File: src/rtl/mem_access_unit.sv
`default_nettype none
// ============================================================================
// Module   : mem_access_unit
// Brief    : Memory stage: req/ack data-memory access with store lane steering
//            and load extraction/extension. Optional macro: UNALIGNED_TRAP_EN.
// Revision : 1.0 - initial release
// ============================================================================
module mem_access_unit #(
    parameter int          TIMEOUT    = 255,
    parameter logic [31:0] RESET_ADDR = 32'h0
) (
    input  logic        clk,
    input  logic        reset,
    input  logic        ExValid,
    input  logic        MemRead,
    input  logic        MemWrite,
    input  logic [1:0]  MemSize,
    input  logic        MemSigned,
    input  logic [31:0] ALUOut,
    input  logic        Overflow,
    input  logic [31:0] WriteData,
    output logic        Stall,
    output logic        RdValid,
    output logic [31:0] ReadData,
    output logic        AddrError,
    output logic        BusError,
    output logic        DMemReq,
    output logic        DMemWe,
    output logic [31:0] DMemAddr,
    output logic [3:0]  DMemBe,
    output logic [31:0] DMemWData,
    input  logic        DMemAck,
    input  logic [31:0] DMemRData
);

    localparam logic [1:0] c_st_idle = 2'd0;
    localparam logic [1:0] c_st_req  = 2'd1;
    localparam logic [1:0] c_st_done = 2'd2;

    localparam logic [1:0] c_sz_byte = 2'b00;
    localparam logic [1:0] c_sz_half = 2'b01;

    // Counter only needs to reach TIMEOUT-1 before the abort fires
    localparam int             c_cw       = (TIMEOUT > 1) ? $clog2(TIMEOUT) : 1;
    localparam logic [c_cw-1:0] c_tmo_last = c_cw'((TIMEOUT > 0) ? TIMEOUT - 1 : 0);

    logic [1:0]      r_state;
    logic [c_cw-1:0] r_cnt;
    logic [1:0]      r_off;
    logic [1:0]      r_size;
    logic            r_signed;
    logic            r_rd_valid;
    logic [31:0]     r_rdata;
    logic            r_bus_err;
    logic            r_req;
    logic            r_we;
    logic [31:0]     r_addr;
    logic [3:0]      r_be;
    logic [31:0]     r_wdata;

    logic            w_accept;
    logic [1:0]      w_eff_off;
    logic [3:0]      w_be;
    logic [31:0]     w_wdata;
    logic [31:0]     w_ld_data;
    logic [7:0]      w_ld_byte;
    logic [15:0]     w_ld_half;

    assign w_accept = (r_state == c_st_idle) & ExValid & (MemRead | MemWrite) & ~Overflow;
    assign Stall    = w_accept | (r_state == c_st_req);

`ifdef UNALIGNED_TRAP_EN
    logic w_misaligned;
    logic r_addr_err;
    assign w_misaligned = ((MemSize == c_sz_half) & ALUOut[0]) |
                          (MemSize[1] & (ALUOut[1:0] != 2'b00));
    assign AddrError    = r_addr_err;
`else
    assign AddrError    = 1'b0;
`endif

    // Store lane steering; misaligned offsets are rounded down to alignment
    always_comb begin
        w_eff_off = 2'b00;
        w_be      = 4'b1111;
        w_wdata   = WriteData;
        case (MemSize)
            c_sz_byte: begin
                w_eff_off = ALUOut[1:0];
                w_be      = 4'b0001 << ALUOut[1:0];
                w_wdata   = {4{WriteData[7:0]}};
            end
            c_sz_half: begin
                w_eff_off = {ALUOut[1], 1'b0};
                w_be      = ALUOut[1] ? 4'b1100 : 4'b0011;
                w_wdata   = {2{WriteData[15:0]}};
            end
            default: begin
                w_eff_off = 2'b00;
                w_be      = 4'b1111;
                w_wdata   = WriteData;
            end
        endcase
    end

    // Load lane extraction uses the offset/size captured at accept
    always_comb begin
        w_ld_byte = DMemRData[{r_off, 3'b000} +: 8];
        w_ld_half = r_off[1] ? DMemRData[31:16] : DMemRData[15:0];
        case (r_size)
            c_sz_byte: w_ld_data = {{24{r_signed & w_ld_byte[7]}}, w_ld_byte};
            c_sz_half: w_ld_data = {{16{r_signed & w_ld_half[15]}}, w_ld_half};
            default:   w_ld_data = DMemRData;
        endcase
    end

    always_ff @(posedge clk or posedge reset) begin
        if (reset) begin
            r_state    <= c_st_idle;
            r_cnt      <= '0;
            r_off      <= 2'b00;
            r_size     <= 2'b00;
            r_signed   <= 1'b0;
            r_rd_valid <= 1'b0;
            r_rdata    <= 32'h0;
            r_bus_err  <= 1'b0;
            r_req      <= 1'b0;
            r_we       <= 1'b0;
            r_addr     <= RESET_ADDR;
            r_be       <= 4'b0000;
            r_wdata    <= 32'h0;
`ifdef UNALIGNED_TRAP_EN
            r_addr_err <= 1'b0;
`endif
        end else begin
            r_rd_valid <= 1'b0;
            r_bus_err  <= 1'b0;
`ifdef UNALIGNED_TRAP_EN
            r_addr_err <= 1'b0;
`endif
            case (r_state)
                c_st_idle: begin
                    if (w_accept) begin
                        r_off    <= w_eff_off;
                        r_size   <= MemSize;
                        r_signed <= MemSigned;
                        r_cnt    <= '0;
`ifdef UNALIGNED_TRAP_EN
                        if (w_misaligned) begin
                            r_addr_err <= 1'b1;
                            r_state    <= c_st_done;
                        end else
`endif
                        begin
                            r_req   <= 1'b1;
                            r_we    <= MemWrite;
                            r_addr  <= {ALUOut[31:2], 2'b00};
                            r_be    <= w_be;
                            r_wdata <= w_wdata;
                            r_state <= c_st_req;
                        end
                    end
                end
                c_st_req: begin
                    if (DMemAck) begin
                        r_req   <= 1'b0;
                        r_cnt   <= '0;
                        r_state <= c_st_done;
                        if (!r_we) begin
                            r_rd_valid <= 1'b1;
                            r_rdata    <= w_ld_data;
                        end
                    end else if ((TIMEOUT > 0) && (r_cnt == c_tmo_last)) begin
                        r_req     <= 1'b0;
                        r_cnt     <= '0;
                        r_bus_err <= 1'b1;
                        r_state   <= c_st_done;
                    end else if (TIMEOUT > 0) begin
                        r_cnt <= r_cnt + 1'b1;
                    end
                end
                c_st_done: begin
                    r_state <= c_st_idle;
                    r_we    <= 1'b0;
                    r_addr  <= RESET_ADDR;
                    r_be    <= 4'b0000;
                    r_wdata <= 32'h0;
                end
                default: r_state <= c_st_idle;
            endcase
        end
    end

    assign RdValid   = r_rd_valid;
    assign ReadData  = r_rdata;
    assign BusError  = r_bus_err;
    assign DMemReq   = r_req;
    assign DMemWe    = r_we;
    assign DMemAddr  = r_addr;
    assign DMemBe    = r_be;
    assign DMemWData = r_wdata;

endmodule
`default_nettype wire

File: config.mk
export PLATFORM = sky130hd
export DESIGN_NAME = mem_access_unit
export DESIGN_NICKNAME = d
export VERILOG_FILES = /design/src/rtl/mem_access_unit.sv
export SDC_FILE = /design/constraint.sdc
export NUM_CORES = 1
export LEC_CHECK = 0
export CAP_MARGIN = 20
export CORE_UTILIZATION = 49
export CTS_BUF_LIST = sky130_fd_sc_hd__clkbuf_2
export DETAILED_ROUTE_END_ITERATION = 8
export GPL_TIMING_DRIVEN = 0
export PLACE_DENSITY = 0.88
export SYNTH_ARGS = -nofsm -noshare
export SYNTH_HDL_FRONTEND = slang
export SYNTH_SLANG_ARGS = --single-unit
File: constraint.sdc
create_clock -name clk -period 7.6 [get_ports clk]
set_input_delay 1.14 -clock clk [delete_from_list [all_inputs] [get_ports clk]]
set_output_delay 1.14 -clock clk [all_outputs]
set_load 0.01 [all_outputs]
==> results of run 1 <==
==> tightest hold or removal path, stage by stage (launching register included) <==
cell and delay [ns]:
dfrtp_1 0.38, nand2_1 0.04, o21ai_0 0.06
==> flip-flops by register name (all words and copies together) (netlist names) <==
| signal | flops |
|---|---|
| r_size | 2 |
| r_cnt | 8 |
| DMemWData | 32 |
| r_signed | 1 |
| RdValid | 1 |
| DMemAddr | 30 |
| DMemReq | 1 |
| r_off | 2 |
| ReadData | 32 |
| r_state | 2 |
| DMemBe | 4 |
| BusError | 1 |
| DMemWe | 1 |
==> area by class of cell <==
| class | count | share of cell area [%] |
|---|---|---|
| plain buffers | 46 | 2.79 |
| clock buffers | 18 | 1.11 |
| clock inverters | 14 | 2.58 |
| inverters | 5 | 0.263 |
| multi-input cells | 438 | 29.0 |
| flip-flops and latches | 117 | 36.2 |
| well taps | 140 | 2.17 |
| repair buffers | 208 | 25.9 |
==> metrics by stage <==
stage	power, mW	utilization (%)	hold WS [ns]	cell area [sq um]
global placement	1.76	71.3	0.462	7760
global route	2.41	74.3	0.530	8090
detailed placement	1.79	71.5	0.470	7790
finish	2.28	74.3	0.500	8090
floorplan	1.27	-	0.498	5520
CTS	2.28	74.3	0.505	8090
==> synthesized netlist by cell type (2+ instances only) <==
library cell / instances
o211ai_1: 2
nand3_1: 97
mux2i_1: 33
clkbuf_1: 24
nor3_1: 6
nand2_1: 122
a31oi_1: 4
a221oi_1: 2
o31ai_1: 3
ha_1: 2
nor2_1: 20
buf_6: 4
or4_1: 4
or3_1: 15
nand4b_1: 2
nand2b_1: 13
o21a_1: 2
nor2b_1: 2
buf_1: 6
buf_4: 3
buf_2: 9
a21oi_1: 34
o21ai_0: 53
and3_1: 3
inv_1: 4
dfrtp_1: 117
==> metal layers <==
layer | vias to the layer above | GRT usage, % | routed length, microns
met5 | - | 0 | 0
met4 | 0 | 15.0 | 574
met3 | 49 | 11.0 | 1850
met2 | 295 | 50.9 | 8480
met1 | 2650 | 35.9 | 6600
li1 | 2553 | - | -
==> kinds of logic after synthesis <==
logic type,Yosys count
compound gates,107
fa+ha+maj,2
buf+inv,51
flops,117
mux,33
other cells,1
simple gates,293
==> worst paths after layout <==
check                                            end  depth (start not counted)
setup / recovery                               Stall                          6
hold / removal               ReadData[4]$_DFFE_PP0P_                          2
setup reg to reg             ReadData[9]$_DFFE_PP0P_                          5
hold reg to reg              ReadData[4]$_DFFE_PP0P_                          2
max in group asynchronous       r_off[1]$_DFFE_PP0P_                          3
min in group asynchronous  DMemWData[16]$_DFFE_PP0P_                          2
==> power groups by stage <==
| stage | clock [mW] | combinational, mW | sequential (mW) |
|---|---|---|---|
| 2_1_floorplan | 0 | 0.277 | 0.996 |
| 3_3_place_gp | 0 | 0.835 | 0.925 |
| 3_5_place_dp | 0 | 0.861 | 0.933 |
| 4_1_cts | 0.497 | 0.867 | 0.921 |
| 5_1_grt | 0.531 | 0.934 | 0.942 |
| 6_report | 0.495 | 0.863 | 0.923 |
==> results.cfg, run 1 <==
[outcome]
status = finished clean

[setup_path]
cp_slowest_cell = clkdlybuf4s50_1
critical_path.max_stage_delay_ns = 0.57
critPathCaptureType = primary output
cp_data_arrival_time_ns = 2.88
cp_cell_sequence = clkdlybuf4s50_1, nor2_1, o21ba_2, buf_2, nor2_1, clkdlybuf4s50_1
worstPathMaxFanout = 10
worstSetupStartpoint = MemWrite
crit_path_start_kind = primary input
worstPathRequired_ns = 6.46
path_delay_family = buffers and inverters
rrSetupSlack_ns = 5.64
path_class = primary input to primary output
critical_path_buf_inv_count = 3
r2r-start = r_state[1]$_DFFE_PP0P_

[run]
maxCapViolations = 0

[clocking]
cts_tree = built
cts.clk_slew.worst_paths_ns = 0.16
numCtsBuffers = 17
clock_latency_ns = 0.69
htree_levels = 4
cts_hold_buf = 0
cts.path.max_buffers = 2
cts.sinks = 117
cts_root_buf = clkbuf_2
post_cts_buffers = 0
cts_resized = 0

[global_route]
gr-total-overflow = 0
grt_start_max_net_pins = 75
antenna_found_initial = 0
grt_pass1_wl_microns = 27200
grt_usage_pct = 31.0
first_global_vias = 5608

[yosys]
synthAdderAreaFrac_pct = 0.454
ys_ff_latch = 117
synth_top_area_share_pct = 53.1
synth-edff-count = 0
synth_area_sq_um = 5510
async_flop_share_pct = 100
synth-compound-area-share_pct = 10.8
yosys-top-cells-area = dfrtp_1, nand3_1, nand2_1, mux2i_1, o21ai_0
synth_cells = 604
yosysSeqAreaShare_pct = 53.1
syn_area_per_cell_sq_um = 9.12
ys_types = 44
synth_xor_area_share_pct = 0
synthFlopType = dfrtp_1
synth_top_area_cell = dfrtp_1
yosysWarningCount = 0
synth_top_family_by_area = simple AND/OR/NAND/NOR gates
synth-simple-area-share_pct = 25.1
muxShareOfSynthArea_pct = 6.00

[timing]
fin_skew_ns = 0.0311
relSlewSlack_pct = 38.5
finalCritPeriodShare_pct = 52.9
tightest_slew_ns = 0.922
setup-tns-final_ns = 0
hold_viol = 0
fin_crit_ns = 4.02
finalWorstSetupSlack_ns = 3.58
setup_viol = 0
rsz0062_at_grt = no
slew_viol_final = 0
fmax_mhz = 249

[routing]
drc_errors = 0
routed-via-count = 5547
final_antenna_net_count = 0
vias_per_cell = 5.63
first_iter_violations = 280
routed_wl_microns = 17500
drt-pass1-iter-count = 5
wl_per_cell_microns = 17.7

[pwr]
clockPowerShare_pct = 21.7
p_switching_uw = 763
power_frac_seq_pct = 40.5
power.internal_mw = 1.52
switching_share_pct = 33.5
power_density_nw_per_um2 = 282
cellLeakagePower_nw = 3.64
comb_power_share_pct = 37.8
ir_worst_vdd_mv = 0.163

[worst_hold_path]
hp-start = ReadData[4]$_DFFE_PP0P_
hold_class = flip-flop to flip-flop

[finish]
antenna_cells = 0
drive_above_1_share_pct = 6.62
multi_input_area_sq_um = 2340
mostFrequentLayoutCell = clkdlybuf4s50_1
regArea_sq_um = 2930
area_growth_pct = 46.8
final_cell_mix = clkdlybuf4s50_1, nand2_1, dfrtp_1
nFillCells = 832
layout.nets = 941
fin_cells = 986

[placed_design]
dpl.cell_count = 954
post-dp-hpwl_microns = 13200
pre_cts_ws_ns = 3.56
portBuffers = 207
gp_congestion = 0.906

[floorplanning]
die_area_sq_um = 11700
coreArea_sq_um = 10900
placementRows = 38
start_util_pct = 50.6
die_y_microns = 108
fp.dieW_microns = 108
pin_count = 212
Power figures use the tool's default switching activity.
==> inputs of run 2 (changes only) <==
--- a/config.mk
+++ b/config.mk
@@ -6,11 +6,11 @@
 export NUM_CORES = 1
 export LEC_CHECK = 0
 export CAP_MARGIN = 20
-export CORE_UTILIZATION = 49
+export CORE_UTILIZATION = 46
 export CTS_BUF_LIST = sky130_fd_sc_hd__clkbuf_2
 export DETAILED_ROUTE_END_ITERATION = 8
 export GPL_TIMING_DRIVEN = 0
-export PLACE_DENSITY = 0.88
+export PLACE_DENSITY = 0.83
 export SYNTH_ARGS = -nofsm -noshare
 export SYNTH_HDL_FRONTEND = slang
 export SYNTH_SLANG_ARGS = --single-unit
==> constraint.sdc (replaced) <==
create_clock -name clk -period 3.8 [get_ports clk]
set_input_delay 0.57 -clock clk [delete_from_list [all_inputs] [get_ports clk]]
set_output_delay 0.57 -clock clk [all_outputs]
set_load 0.01 [all_outputs]
==> results.cfg, run 2 (same netlist as run 1, synthesis figures left out) <==
[floorplanning]
die_area_sq_um = 12400
start_util_pct = 47.6
placementRows = 39
coreArea_sq_um = 11600
pin_count = 212
die_y_microns = 111
fp.dieW_microns = 111

[timing]
fin_skew_ns = 0.0195
setup_viol = 0
fmax_mhz = 349
slew_viol_final = 0
finalCritPeriodShare_pct = 75.5
relSlewSlack_pct = 53.0
tightest_slew_ns = 0.702
fin_crit_ns = 2.87
hold_viol = 0
rsz0062_at_grt = no
finalWorstSetupSlack_ns = 0.932

[global_route]
grt_pass1_wl_microns = 29000
grt_start_max_net_pins = 85
first_global_vias = 5717
antenna_found_initial = 0
grt_usage_pct = 29.8
gr-total-overflow = 0

[setup_path]
critical_path_buf_inv_count = 3
worstPathRequired_ns = 3.23
critPathCaptureType = primary output
r2r-start = r_off[1]$_DFFE_PP0P_
path_class = primary input to primary output
crit_path_start_kind = primary input
path_delay_family = buffers and inverters
cp_data_arrival_time_ns = 2.30
worstPathMaxFanout = 10
cp_cell_sequence = clkdlybuf4s50_1, nor2_1, o21ba_2, buf_2, nor2_1, clkdlybuf4s50_1
worstSetupStartpoint = MemWrite
critical_path.max_stage_delay_ns = 0.57
cp_slowest_cell = clkdlybuf4s50_1

[placed_design]
portBuffers = 207
post-dp-hpwl_microns = 13500
dpl.cell_count = 957
gp_congestion = 0.910
pre_cts_ws_ns = 0.926

[clocking]
cts_tree = built
numCtsBuffers = 17
cts.path.max_buffers = 2
clock_latency_ns = 0.64
cts_root_buf = clkbuf_2
cts.clk_slew.worst_paths_ns = 0.17
cts_resized = 0
post_cts_buffers = 0
cts.sinks = 117
htree_levels = 4
cts_hold_buf = 0

[pwr]
clockPowerShare_pct = 17.3
comb_power_share_pct = 40.1
p_switching_mw = 1.51
switching_share_pct = 34.8
cellLeakagePower_nw = 3.60
power.total_mw = 4.33
power.internal_mw = 2.83
power_frac_seq_pct = 42.6
ir_worst_vdd_mv = 0.258
power_density_nw_per_um2 = 541

[finish]
drive_above_1_share_pct = 5.92
layout.nets = 941
mostFrequentLayoutCell = clkdlybuf4s50_1
fin_cells = 988
final_cell_mix = clkdlybuf4s50_1, nand2_1, dfrtp_1
area_growth_pct = 45.3
antenna_cells = 0

[routing]
vias_per_cell = 5.57
drt-pass1-iter-count = 7
wl_per_cell_microns = 18.2
final_antenna_net_count = 0
routed-via-count = 5508
drc_errors = 15
routed_wl_microns = 17900
first_iter_violations = 417

[outcome]
status = finished with violations
violations = design-rule violations

[run]
maxCapViolations = 0

[worst_hold_path]
hold_class = primary input to async pin
==> run 2: cell types whose count changed in the layout (fill, tap and decap cells not counted) <==
cell / change
buf_12: -1
buf_16: +1
bufinv_16: -3
clkinv_1: +5
clkinv_2: -1
clkinv_4: -1
clkinvlp_4: -1
inv_4: -1
inv_6: +1
==> run 2: layout make-up <==
| cell class | instances | area, sq um |
|---|---|---|
| Fill cell | 954 | 3560 |
| Sequential cell | 117 | 2930 |
| Multi-Input combinational cell | 438 | 2340 |
| Timing Repair Buffer | 208 | 2100 |
| Buffer | 46 | 225 |
| Tap cell | 143 | 179 |
| Clock inverter | 13 | 116 |
| Clock buffer | 18 | 90.1 |
| Inverter | 5 | 23.8 |
==> run 2: metrics by stage <==
step,hold slack [ns],area (sq um),utilization (%),TNS (ns)
2_1_floorplan,0.498,5520,-,0
3_3_place_gp,0.465,7770,67.2,-170.61
3_5_place_dp,0.483,7800,67.4,0
4_1_cts,0.215,8010,69.2,0
5_1_grt,0.217,8010,69.2,0
6_report,0.251,8010,69.2,0
==> run 2: power groups by stage <==
stage | Clock [mW] | Combinational, mW | Sequential (mW)
after detailed placement | 0 | 1.73 | 1.87
after floorplan | 0 | 0.554 | 1.99
after CTS | 0.765 | 1.74 | 1.84
final | 0.749 | 1.74 | 1.85
after global placement | 0 | 1.68 | 1.85
after global routing | 0.815 | 1.88 | 1.89
==> run 2: worst paths after layout <==
kind / to / slack [ns] / depth (start not counted)
hold reg to reg: ReadData[2]$_DFFE_PP0P_ / 0.51 / 2
setup reg to reg: ReadData[29]$_DFFE_PP0P_ / 1.79 / 5
setup / recovery: Stall / 0.93 / 6
max in group asynchronous: DMemWData[28]$_DFFE_PP0P_ / 2.81 / 3
hold / removal: DMemAddr[8]$_DFFE_PP0P_ / 0.25 / 2
min in group clk: DMemAddr[24]$_DFFE_PP0P_ / 0.43 / 3
==> run 2: layer usage <==
metal | vias to the layer above | track usage, % | routed length, microns
met5 | - | 0 | 0
met3 | 40 | 9.47 | 1670
li1 | 2555 | - | -
met4 | 0 | 9.82 | 389
met1 | 2634 | 36.1 | 7140
met2 | 279 | 50.4 | 8750
